===== src/rtl/spi_scheduler_if.sv =====
// Bundle of requester-side and spi_master-side signals around spi_scheduler.
// slave: scheduler view; master: requesters and spi_master (testbench) view.
interface spi_scheduler_if;
   logic [3:0]  req;
   logic [11:0] req_ss;
   logic [63:0] req_len;
   logic [31:0] req_data;
   logic [3:0]  grant;
   logic [3:0]  tx_next;
   logic [3:0]  rx_valid;
   logic [7:0]  rx_data;
   logic [3:0]  done;
   logic [2:0]  m_ss;
   logic [7:0]  m_data_in;
   logic [15:0] m_how_many_bytes;
   logic        m_trigger;
   logic        m_busy;
   logic        m_new_data;
   logic [7:0]  m_data_out;

   modport slave (
      input  req, req_ss, req_len, req_data, m_busy, m_new_data, m_data_out,
      output grant, tx_next, rx_valid, rx_data, done,
             m_ss, m_data_in, m_how_many_bytes, m_trigger
   );

   modport master (
      output req, req_ss, req_len, req_data, m_busy, m_new_data, m_data_out,
      input  grant, tx_next, rx_valid, rx_data, done,
             m_ss, m_data_in, m_how_many_bytes, m_trigger
   );
endinterface


===== src/rtl/spi_scheduler.sv =====
// Round-robin scheduler sharing one spi_master among four requesters.
// Define SPI_SCHED_PRIORITY_EN to give requester 0 absolute priority.
module spi_scheduler #(
   parameter int unsigned NREQ       = 4,
   parameter int unsigned GAP_CYCLES = 2
) (
   input  logic           sysclk,
   input  logic           rst,
   spi_scheduler_if.slave bus
);

   localparam int unsigned PTR_W       = $clog2(NREQ);
   localparam int unsigned TIMER_W     = 8;
   localparam logic [TIMER_W-1:0] GAP_LAST =
      (GAP_CYCLES == 0) ? TIMER_W'(0) : TIMER_W'(GAP_CYCLES - 1);
   localparam logic [TIMER_W-1:0] BUSY_TIMEOUT_LAST = TIMER_W'(7);

   typedef enum logic [2:0] {
      IDLE,
      LAUNCH,
      WAIT_BUSY,
      XFER,
      GAP
   } state_e;

   state_e               state_q, state_d;
   logic [3:0]           grant_q, grant_d;
   logic [3:0]           tx_next_q, tx_next_d;
   logic [3:0]           rx_valid_q, rx_valid_d;
   logic [3:0]           done_q, done_d;
   logic                 m_trigger_q, m_trigger_d;
   logic [2:0]           m_ss_q, m_ss_d;
   logic [15:0]          m_len_q, m_len_d;
   logic [7:0]           rx_data_q, rx_data_d;
   logic [PTR_W-1:0]     rr_ptr_q, rr_ptr_d;
   logic [15:0]          cnt_q, cnt_d;
   logic [TIMER_W-1:0]   timer_q, timer_d;

   logic [PTR_W-1:0]     win;
   logic                 win_found;
   logic [2:0]           win_ss;
   logic [15:0]          win_len;
   logic [7:0]           m_data_in_c;

   // Winner: first requesting index at or after the round-robin pointer.
   always_comb begin
      win       = rr_ptr_q;
      win_found = 1'b0;
      for (int k = 0; k < 4; k++) begin
         if (!win_found && bus.req[rr_ptr_q + PTR_W'(k)]) begin
            win       = rr_ptr_q + PTR_W'(k);
            win_found = 1'b1;
         end
      end
`ifdef SPI_SCHED_PRIORITY_EN
      if (bus.req[0]) begin
         win = PTR_W'(0);
      end
`else
`endif
      case (win)
         2'd0:    begin win_ss = bus.req_ss[2:0];  win_len = bus.req_len[15:0];  end
         2'd1:    begin win_ss = bus.req_ss[5:3];  win_len = bus.req_len[31:16]; end
         2'd2:    begin win_ss = bus.req_ss[8:6];  win_len = bus.req_len[47:32]; end
         default: begin win_ss = bus.req_ss[11:9]; win_len = bus.req_len[63:48]; end
      endcase
   end

   always_comb begin
      state_d     = state_q;
      grant_d     = grant_q;
      tx_next_d   = '0;
      rx_valid_d  = '0;
      done_d      = '0;
      m_trigger_d = 1'b0;
      m_ss_d      = m_ss_q;
      m_len_d     = m_len_q;
      rx_data_d   = rx_data_q;
      rr_ptr_d    = rr_ptr_q;
      cnt_d       = cnt_q;
      timer_d     = timer_q;

      case (state_q)
         IDLE: begin
            if (|bus.req) begin
               grant_d  = 4'(1) << win;
               m_ss_d   = win_ss;
               m_len_d  = win_len;
               cnt_d    = win_len;
               rr_ptr_d = win + PTR_W'(1);
               state_d  = LAUNCH;
            end
         end
         LAUNCH: begin
            timer_d = '0;
            // Zero-length requests complete without touching the spi_master.
            if (m_len_q == 16'd0) begin
               done_d  = grant_q;
               grant_d = '0;
               state_d = GAP;
            end else begin
               m_trigger_d = 1'b1;
               state_d     = WAIT_BUSY;
            end
         end
         WAIT_BUSY: begin
            if (bus.m_busy) begin
               state_d = XFER;
            end else if (timer_q == BUSY_TIMEOUT_LAST) begin
               done_d  = grant_q;
               grant_d = '0;
               timer_d = '0;
               state_d = GAP;
            end else begin
               timer_d = timer_q + TIMER_W'(1);
            end
         end
         XFER: begin
            if (bus.m_new_data) begin
               rx_valid_d = grant_q;
               tx_next_d  = grant_q;
               rx_data_d  = bus.m_data_out;
               if (cnt_q != 16'd0) begin
                  cnt_d = cnt_q - 16'd1;
               end
            end
            if (!bus.m_busy) begin
               done_d  = grant_q;
               grant_d = '0;
               timer_d = '0;
               state_d = GAP;
            end
         end
         GAP: begin
            if (timer_q == GAP_LAST) begin
               state_d = IDLE;
            end else begin
               timer_d = timer_q + TIMER_W'(1);
            end
         end
         default: state_d = IDLE;
      endcase
   end

   always_ff @(posedge sysclk) begin
      if (rst) begin
         state_q     <= IDLE;
         grant_q     <= '0;
         tx_next_q   <= '0;
         rx_valid_q  <= '0;
         done_q      <= '0;
         m_trigger_q <= 1'b0;
         m_ss_q      <= '0;
         m_len_q     <= '0;
         rx_data_q   <= '0;
         rr_ptr_q    <= '0;
         cnt_q       <= '0;
         timer_q     <= '0;
      end else begin
         state_q     <= state_d;
         grant_q     <= grant_d;
         tx_next_q   <= tx_next_d;
         rx_valid_q  <= rx_valid_d;
         done_q      <= done_d;
         m_trigger_q <= m_trigger_d;
         m_ss_q      <= m_ss_d;
         m_len_q     <= m_len_d;
         rx_data_q   <= rx_data_d;
         rr_ptr_q    <= rr_ptr_d;
         cnt_q       <= cnt_d;
         timer_q     <= timer_d;
      end
   end

   // TX byte follows the current owner combinationally.
   always_comb begin
      m_data_in_c = ({8{grant_q[0]}} & bus.req_data[7:0])
                  | ({8{grant_q[1]}} & bus.req_data[15:8])
                  | ({8{grant_q[2]}} & bus.req_data[23:16])
                  | ({8{grant_q[3]}} & bus.req_data[31:24]);
   end

   assign bus.grant            = grant_q;
   assign bus.tx_next          = tx_next_q;
   assign bus.rx_valid         = rx_valid_q;
   assign bus.rx_data          = rx_data_q;
   assign bus.done             = done_q;
   assign bus.m_ss             = m_ss_q;
   assign bus.m_how_many_bytes = m_len_q;
   assign bus.m_trigger        = m_trigger_q;
   assign bus.m_data_in        = m_data_in_c;

endmodule


===== src/flat_wrapper.sv =====
// flat-port wrapper written by rule: the top's interface ports become plain ports
module spi_scheduler_flat 
#(
   parameter int unsigned NREQ       = 4,
   parameter int unsigned GAP_CYCLES = 2
)
  (sysclk, rst, bus_req, bus_req_ss, bus_req_len, bus_req_data, bus_m_busy, bus_m_new_data, bus_m_data_out, bus_grant, bus_tx_next, bus_rx_valid, bus_rx_data, bus_done, bus_m_ss, bus_m_data_in, bus_m_how_many_bytes, bus_m_trigger);
  spi_scheduler_if bus_i ();
  input  logic sysclk;
  input  logic rst;
  input wire logic [$bits(bus_i.req)-1:0] bus_req;
  input wire logic [$bits(bus_i.req_ss)-1:0] bus_req_ss;
  input wire logic [$bits(bus_i.req_len)-1:0] bus_req_len;
  input wire logic [$bits(bus_i.req_data)-1:0] bus_req_data;
  input wire logic [$bits(bus_i.m_busy)-1:0] bus_m_busy;
  input wire logic [$bits(bus_i.m_new_data)-1:0] bus_m_new_data;
  input wire logic [$bits(bus_i.m_data_out)-1:0] bus_m_data_out;
  output wire logic [$bits(bus_i.grant)-1:0] bus_grant;
  output wire logic [$bits(bus_i.tx_next)-1:0] bus_tx_next;
  output wire logic [$bits(bus_i.rx_valid)-1:0] bus_rx_valid;
  output wire logic [$bits(bus_i.rx_data)-1:0] bus_rx_data;
  output wire logic [$bits(bus_i.done)-1:0] bus_done;
  output wire logic [$bits(bus_i.m_ss)-1:0] bus_m_ss;
  output wire logic [$bits(bus_i.m_data_in)-1:0] bus_m_data_in;
  output wire logic [$bits(bus_i.m_how_many_bytes)-1:0] bus_m_how_many_bytes;
  output wire logic [$bits(bus_i.m_trigger)-1:0] bus_m_trigger;
  assign bus_i.req = bus_req;
  assign bus_i.req_ss = bus_req_ss;
  assign bus_i.req_len = bus_req_len;
  assign bus_i.req_data = bus_req_data;
  assign bus_i.m_busy = bus_m_busy;
  assign bus_i.m_new_data = bus_m_new_data;
  assign bus_i.m_data_out = bus_m_data_out;
  assign bus_grant = bus_i.grant;
  assign bus_tx_next = bus_i.tx_next;
  assign bus_rx_valid = bus_i.rx_valid;
  assign bus_rx_data = bus_i.rx_data;
  assign bus_done = bus_i.done;
  assign bus_m_ss = bus_i.m_ss;
  assign bus_m_data_in = bus_i.m_data_in;
  assign bus_m_how_many_bytes = bus_i.m_how_many_bytes;
  assign bus_m_trigger = bus_i.m_trigger;
  spi_scheduler #(.NREQ(NREQ), .GAP_CYCLES(GAP_CYCLES)) u_core (.sysclk(sysclk), .rst(rst), .bus(bus_i));
endmodule

===== config.mk =====
export PLATFORM = sky130hd
export DESIGN_NAME = spi_scheduler_flat
export DESIGN_NICKNAME = d
export VERILOG_FILES = /design/src/rtl/spi_scheduler_if.sv /design/src/rtl/spi_scheduler.sv /design/src/flat_wrapper.sv
export SDC_FILE = /design/constraint.sdc
export NUM_CORES = 1
export LEC_CHECK = 0
export ABC_AREA = 1
export CORE_MARGIN = 3
export CORE_UTILIZATION = 23
export DETAILED_ROUTE_END_ITERATION = 8
export SLEW_MARGIN = 25
export SYNTH_ARGS = -nofsm -noshare
export SYNTH_HDL_FRONTEND = slang
export SYNTH_SLANG_ARGS = --single-unit

===== constraint.sdc =====
create_clock -name sysclk -period 7.3 [get_ports sysclk]
set_input_delay 1.825 -clock sysclk [delete_from_list [all_inputs] [get_ports sysclk]]
set_output_delay 1.825 -clock sysclk [all_outputs]
set_load 0.005 [all_outputs]

== After elaboration in Yosys (flattened, before gate mapping) ==
Index checks and enable logic that the tools add are counted.
Cells by class
  $add $sub $neg: 5
  magnitude comparators: 4
  equality and inequality tests: 16
  shift-type cells: 1
  multiplexer cells: 40
  bitwise operators: 10
  reduce and logical (&&, ||, !) cells: 19
Operators with widths (count)
  $pmux W16 S3: 1
  $mux W4: 9
  $and A8 B8 Y8: 4
  $mux W8: 4
  $pmux W8 S4: 1
  $or A8 B8 Y8: 3
  $mux W3: 6
  $logic_not A16 Y1: 1
  $pmux W4 S4: 1
  $pmux W3 S5: 1
  $lt A2 B3 Y1 const B: 4
  $pmux W4 S3: 1
  $pmux W3 S3: 1
  $add A8 B1 Y8 const B: 1
  $bmux W1 S2: 4
  $eq A8 B1 Y1 const B: 1
  $eq A8 B3 Y1 const B: 1
  $mux W1: 8
  $ne A2 B1 Y1 const B: 4
  $reduce_and A4 Y1: 2
  $reduce_bool A4 Y1: 2
  $eq A3 B2 Y1 const B: 2
  $mux W2: 3
  $ne A2 B2 Y1 const B: 3
  other kinds (18): 27
Word-level totals
  flip-flop bits (word level): 53
  input bits: 124
  output and inout port bits: 52
  word-level logic and storage cells: 105

== Longest topological paths before layout ==
Gate-level depths: netlist of run 1.
  depth after elaboration: 15
  depth in mapped cells: 16
  gate-level depth less buffers: 15

== Least setup slack after synthesis of run 1 ==
No wires, ideal clock.
  kind: in2out
  start point: in bus_req_data[16]
  end point: out bus_m_data_in[0]
  arrival: 1.974 ns
  required time: 5.475 ns
  path slack: 3.501 ns
  cell stages on the path: 2
  buffers on the path: 0
  cell sequence: nand2_1 nand4_1
On the way
  longest elaborated chain between the ends: 3
Ends and longest elaborated chain
  start: declaration: line flat_wrapper.sv:14  | input wire logic [$bits(bus_i.req_data)-1:0] bus_req_data;
  $and A8 B8 Y8: line spi_scheduler.sv:179  | | ({8{grant_q[2]}} & bus.req_data[23:16])
  $or A8 B8 Y8: line spi_scheduler.sv:179
  $or A8 B8 Y8: line spi_scheduler.sv:180  | | ({8{grant_q[3]}} & bus.req_data[31:24]);
  end: declaration: line flat_wrapper.sv:24  | output wire logic [$bits(bus_i.m_data_in)-1:0] bus_m_data_in;
No other way between the ends.

== Final worst setup path of run 1 ==
  start point: in bus_req_data[25]
  end point: out bus_m_data_in[1]
On the way
  longest elaborated chain between the ends: 2
Ends and longest elaborated chain (line)
  $and A8 B8 Y8: spi_scheduler.sv:180
  $or A8 B8 Y8: spi_scheduler.sv:180
No other way between the ends.

==> results of run 1 <==
==> per-layer routing <==
layer / wire (um) / track usage / up-vias
met2: 5761 / 0.2569 / 130
met1: 5032 / 0.1798 / 1816
met5: 0 / 0 / -
li1: - / - / 2010
met3: 762 / 0.03284 / 6
met4: 98 / 0.02870 / 0
==> state kept, by name, indices dropped and copies added, names as in the netlist <==
| signal | flops |
|---|---|
| u_core.state_q | 3 |
| u_core.bus.m_how_many_bytes | 16 |
| u_core.bus.done | 4 |
| u_core.bus.grant | 4 |
| u_core.bus.rx_data | 8 |
| u_core.bus.m_trigger | 1 |
| u_core.bus.m_ss | 3 |
| u_core.rr_ptr_q | 2 |
| u_core.bus.tx_next | 4 |
| u_core.timer_q | 8 |
==> how the worst min path moves through the flow <==
stage,from,to,slack [ps],cells after the start
2_1_floorplan,u_core.bus.rx_data[0]$_SDFFE_PP0P_,u_core.bus.rx_data[0]$_SDFFE_PP0P_,460,2
3_3_place_gp,u_core.bus.rx_data[6]$_SDFFE_PP0P_,u_core.bus.rx_data[6]$_SDFFE_PP0P_,450,2
3_5_place_dp,u_core.bus.rx_data[6]$_SDFFE_PP0P_,u_core.bus.rx_data[6]$_SDFFE_PP0P_,460,2
4_1_cts,u_core.bus.rx_data[6]$_SDFFE_PP0P_,u_core.bus.rx_data[6]$_SDFFE_PP0P_,470,2
5_1_grt,u_core.bus.rx_data[2]$_SDFFE_PP0P_,u_core.bus.rx_data[2]$_SDFFE_PP0P_,480,2
6_report,u_core.bus.rx_data[2]$_SDFFE_PP0P_,u_core.bus.rx_data[2]$_SDFFE_PP0P_,470,2
==> tightest hold or removal path: cells and delay by family (launching register included) <==
family / cells / cell delay (ps)
AOI/OAI and AO/OA: 1 / 50
and+or+nand+nor: 1 / 60
DFF: 1 / 310
==> power groups by stage <==
stage          Clock [mW]  Sequential (mW)  Combinational, mW
6_report            0.276            0.440               1.11
5_1_grt             0.296            0.455               1.26
4_1_cts             0.283            0.442               1.13
3_5_place_dp            0            0.447               1.13
3_3_place_gp            0            0.445               1.11
2_1_floorplan           0            0.411              0.734
==> layout make-up <==
type                    instances  area share
multi-input cells             406      0.3668
flip-flops and latches         53      0.2007
repair buffers                177      0.3341
clock inverters                 1    0.005679
well taps                     176     0.04165
inverters                      34     0.02414
clock buffers                   7     0.02698
==> metrics by stage <==
step | total power, mW | setup slack (ps) | hold slack, ps | utilization
final | 1.826 | 2491 | 466.2 | 0.3900
after global routing | 2.013 | 2439 | 480.0 | 0.3900
after CTS | 1.855 | 2484 | 470.4 | 0.3900
after detailed placement | 1.574 | 2491 | 460.9 | 0.3773
after global placement | 1.551 | 2492 | 452.9 | 0.3773
after floorplan | 1.146 | 3501 | 461.8 | -
==> synth_stat cells <==
cell type / number / area share
a21oi_4: 1 / 0.0050
inv_2: 6 / 0.0069
xor2_1: 2 / 0.0054
o21bai_1: 2 / 0.0046
a31o_2: 19 / 0.051
a21oi_1: 62 / 0.095
nor2_1: 34 / 0.039
dfxtp_1: 53 / 0.33
nand4_1: 13 / 0.025
o21ai_2: 1 / 0.0027
buf_4: 5 / 0.012
buf_1: 1 / 0.0012
o21ai_1: 4 / 0.0061
xnor2_1: 1 / 0.0027
inv_1: 27 / 0.031
clkbuf_1: 17 / 0.020
a22oi_1: 1 / 0.0023
buf_2: 3 / 0.0046
nand2_1: 202 / 0.23
nand3_2: 2 / 0.0061
nand3_1: 19 / 0.029
ha_1: 7 / 0.027
clkbuf_2: 2 / 0.0031
nor2_4: 1 / 0.0035
nor3_1: 4 / 0.0061
a21oi_2: 1 / 0.0027
o21ai_0: 23 / 0.035
nand2_2: 5 / 0.0096
clkinv_1: 1 / 0.0012
nor2_2: 2 / 0.0038
==> logic make-up after synthesis <==
logic type | count (synthesis)
AND/OR/NAND/NOR | 282
AO/OA/AOI/OAI | 114
buffers and inverters | 62
flip-flops | 53
adder cells (fa/ha/maj) | 7
XOR/XNOR | 3
==> metrics.cfg, run 1 <==
[layout]
n_fill_cell=1444
stdcell_area_um2=5288
multi_input_area_um2=1939
area_delta_synth_final_pct=62.29
layout.cells.non_filler=854
seqCellArea_um2=1061
final_common_cell=nand2_1
final_nets=808
drive_gt1_frac=0.06932
final_cell_mix=202 x nand2_1, 175 x clkdlybuf4s50_1, 62 x a21oi_1, 53 x dfxtp_1, 34 x nor2_1
antenna_cells=0

[clock_network]
hold_buffers=0
clock_latency_ps=290
clock_sinks=53
cts_resized=0
post_cts_buffers=0
htreeDepth=2
clockRootBuffer=clkbuf_16
cts_tree=done
numCtsBuffers=5
cts.path.max_buffers=2
path_clk_slew_ps=60

[global_routing]
grt_pass1_vias=3775
grt-ovfl-total=0
grt_first_pass_wirelength_um=18900
antenna_found_initial=0
track_usage=0.1445
grt_max_degree=39

[synth]
syn-num-nets=652
synth_xor_area_frac=0.008065
synth_compound_area_frac=0.2051
synthCells=521
synth_warnings=0
synth_top_family_by_area=simple AND/OR/NAND/NOR gates
synth-seq-cells=53
yosys.area_share.simple=0.3552
synthMuxAreaShare=0
synth_seq_area_share=0.3257
avgSynthCellArea_um2=6.254
synth_fa_ha_area_frac=0.02688
ys_types=30
synth.cell_area_um2=3258

[critical_path]
path_common_cell=clkdlybuf4s50_1
r2r_start=u_core.rr_ptr_q[0]$_SDFFE_PP0P_
r2r_end=u_core.bus.m_how_many_bytes[12]$_SDFFE_PP0P_
arrival_ps=2980
worstSetupPathType=in -> out
crit_path_start_kind=input port
reg2regPathDepth=12
crit_family=buffers and inverters
max_stage_delay_ps=500
ff2ff_setup_slack_ps=4340
path_buf_inv=2
cp.depth=4
cp_max_fo=1
cp_cell_sequence=clkdlybuf4s50_1 > nand2_1 > nand4_1 > clkdlybuf4s50_1
cp-startpoint=bus_req_data[25]
end_kind=primary output
slowest_stage=clkdlybuf4s50_1
endpoint=bus_m_data_in[1]
worstPathRequired_ps=5480

[place]
dp_hpwl_um=8943
dpl_cell_area_um2=5115
dp_cells=846
gp_congestion=0.8899
port_buffers=175

[routing]
dr_total_vias=3962
detail-route-antenna-nets=0
wl_per_cell_um=13.65
viasPerCell=4.639
drt_iter0_markers=140
wl_um=11650
drt_first_pass_iters=4
drc_errors=0

[timing]
timing.setup.tns_ps=0
finalMaxSlewViolations=0
tightestPinTransition_ps=957.1
finalCriticalPeriod_ps=4809
slew_headroom=0.3601
rsz0062_at_grt=false
skew_ps=7.174
finalSetupViolCount=0
period_share=0.6587
fmax_ghz=0.2080
finalHoldViolCount=0

[power_and_ir_drop]
p_int_mw=1.041
comb_power_share=0.608
p_leak_nw=2.076
vdd_drop_max_mv=0.1642
p_sw_uw=784.5
powerDensity_nw_per_um2=345.3
clkPwrFrac=0.151
swShare=0.4296
p_seq_frac=0.241

[run]
cap_violations=0

[floorplan]
die_w_um=125.0
rows=42
start_util=0.2403
dieArea_um2=15630
io_pins=176
core_um2=13560
fp.dieH_um=125.0

[hold_path]
hold_class=reg -> reg

[run_status]
status=complete, no violations

(Power assumes the default switching activity.)
==> inputs of run 2 (changes only) <==
==> constraint.sdc (replaced) <==
create_clock -name sysclk -period 4.8 [get_ports sysclk]
set_input_delay 1.2 -clock sysclk [delete_from_list [all_inputs] [get_ports sysclk]]
set_output_delay 1.2 -clock sysclk [all_outputs]
set_load 0.005 [all_outputs]
==> metrics.cfg, run 2 (synthesis gave the netlist of run 1 again) <==
[critical_path]
max_stage_delay_ps=780
arrival_ps=3840
path_common_cell=nand2_1
worstSetupPathType=in -> reg
end_kind=flip-flop
cp_max_fo=20
ff2ff_setup_slack_ps=1840
crit_path_start_kind=input port
cp_cell_sequence=clkdlybuf4s50_1 > nand2_1 > nand3_1 > nand2_1 > nand3_1 > nand2_1 > nand2_1 > nand2_1 > a21oi_1 > ha_1 > nand2_1 > a31o_2 > a21oi_1
worstPathRequired_ps=5020
reg2regPathDepth=12
slowest_stage=ha_1

[place]
port_buffers=175
dp_hpwl_um=9316
gp_congestion=0.9021

[routing]
drc_errors=0
wl_per_cell_um=14.27
viasPerCell=4.738
drt_first_pass_iters=5
wl_um=12210
drt_iter0_markers=216
detail-route-antenna-nets=0
dr_total_vias=4051

[floorplan]
die_w_um=125.0
start_util=0.2403
fp.dieH_um=125.0
core_um2=13560
rows=42
io_pins=176
dieArea_um2=15630

[layout]
n_fill_cell=1414
final_common_cell=nand2_1
final_nets=809
antenna_cells=0
multi_input_area_um2=1939
area_delta_synth_final_pct=62.63
final_cell_mix=202 x nand2_1, 175 x clkdlybuf4s50_1, 62 x a21oi_1, 53 x dfxtp_1, 34 x nor2_1
drive_gt1_frac=0.07216
seqCellArea_um2=1061
largest_register_ffs=16

[timing]
finalMaxSlewViolations=0
finalSetupViolCount=0
slew_headroom=0.4235
rsz0062_at_grt=false
period_share=0.7542
finalCriticalPeriod_ps=3620
skew_ps=7.861
fmax_ghz=0.2762
timing.setup.tns_ps=0
tightestPinTransition_ps=864.7
finalHoldViolCount=0

[clock_network]
post_cts_buffers=0
numCtsBuffers=5
cts_resized=0
path_clk_slew_ps=70
clockRootBuffer=clkbuf_16
htreeDepth=2
clock_sinks=53
cts_tree=done
clock_latency_ps=290
cts.path.max_buffers=2
hold_buffers=0

[global_routing]
grt_first_pass_wirelength_um=19700
antenna_found_initial=0
grt_max_degree=39
grt_pass1_vias=4031
track_usage=0.1488
grt-ovfl-total=0

[run]
cap_violations=0

[hold_path]
min_path_cells=2
hold_class=reg -> reg

[run_status]
status=complete, no violations

[power_and_ir_drop]
p_leak_nw=2.080
vdd_drop_max_mv=0.3056
powerDensity_nw_per_um2=527.6
p_total_mw=2.796

[run 2: cell count changes in the layout (fill, tap and decap cells not counted)]
cell	before	now
clkbuf_1	1	0
clkinvlp_4	0	1
buf_4	2	3
[run 2: worst max-delay path, delay by kind of cell]
family                   cells  cell delay (ps)
buffers and inverters        1              510
AO/OA/AOI/OAI                3              600
adder cells (fa/ha/maj)      1              780
AND/OR/NAND/NOR              8              740
[run 2: worst paths after layout]
path / from / to
max: bus_req[1] / u_core.bus.m_how_many_bytes[3]$_SDFFE_PP0P_
min: u_core.bus.rx_data[2]$_SDFFE_PP0P_ / u_core.bus.rx_data[2]$_SDFFE_PP0P_
max reg2reg: u_core.rr_ptr_q[0]$_SDFFE_PP0P_ / u_core.bus.m_how_many_bytes[3]$_SDFFE_PP0P_
min reg2reg: u_core.bus.rx_data[2]$_SDFFE_PP0P_ / u_core.bus.rx_data[2]$_SDFFE_PP0P_
[run 2: stage by stage]
stage          hold slack (ps)    util  instances  setup WS, ps  instance area (um^2)
2_1_floorplan            461.8       -        521          1807                  3258
3_3_place_gp             453.2  0.3778        847         987.6                  5122
3_5_place_dp             456.3  0.3778        847         887.4                  5122
4_1_cts                  467.7  0.3908        855          1183                  5299
5_1_grt                  500.6  0.3908        855         915.3                  5299
6_report                 466.3  0.3908        855          1180                  5299
[run 2: power breakdown]
| part | switching, mW | internal [mW] |
|---|---|---|
| Sequential | 0.127 | 0.544 |
| Combinational | 0.916 | 0.780 |
| Clock | 0.169 | 0.261 |
| Total | 1.21 | 1.58 |
[run 2: layout make-up]
type	count	share of cell area
Clock buffer	6	0.02621
Clock inverter	2	0.007084
Tap cell	176	0.04156
Timing Repair Buffer	178	0.3348
Inverter	34	0.02408
Multi-Input combinational cell	406	0.3660
Sequential cell	53	0.2002
[run 2: metal layers]
metal  routed length [um]  part of all wire  track usage  up-vias
li1                     -                 -            -     2019
met1                 5280              0.43       0.1822     1860
met2                 5908              0.48       0.2616      152
met3                  739             0.061      0.02857       20
met4                  277             0.023      0.05038        0
met5                    0                 0            0        -
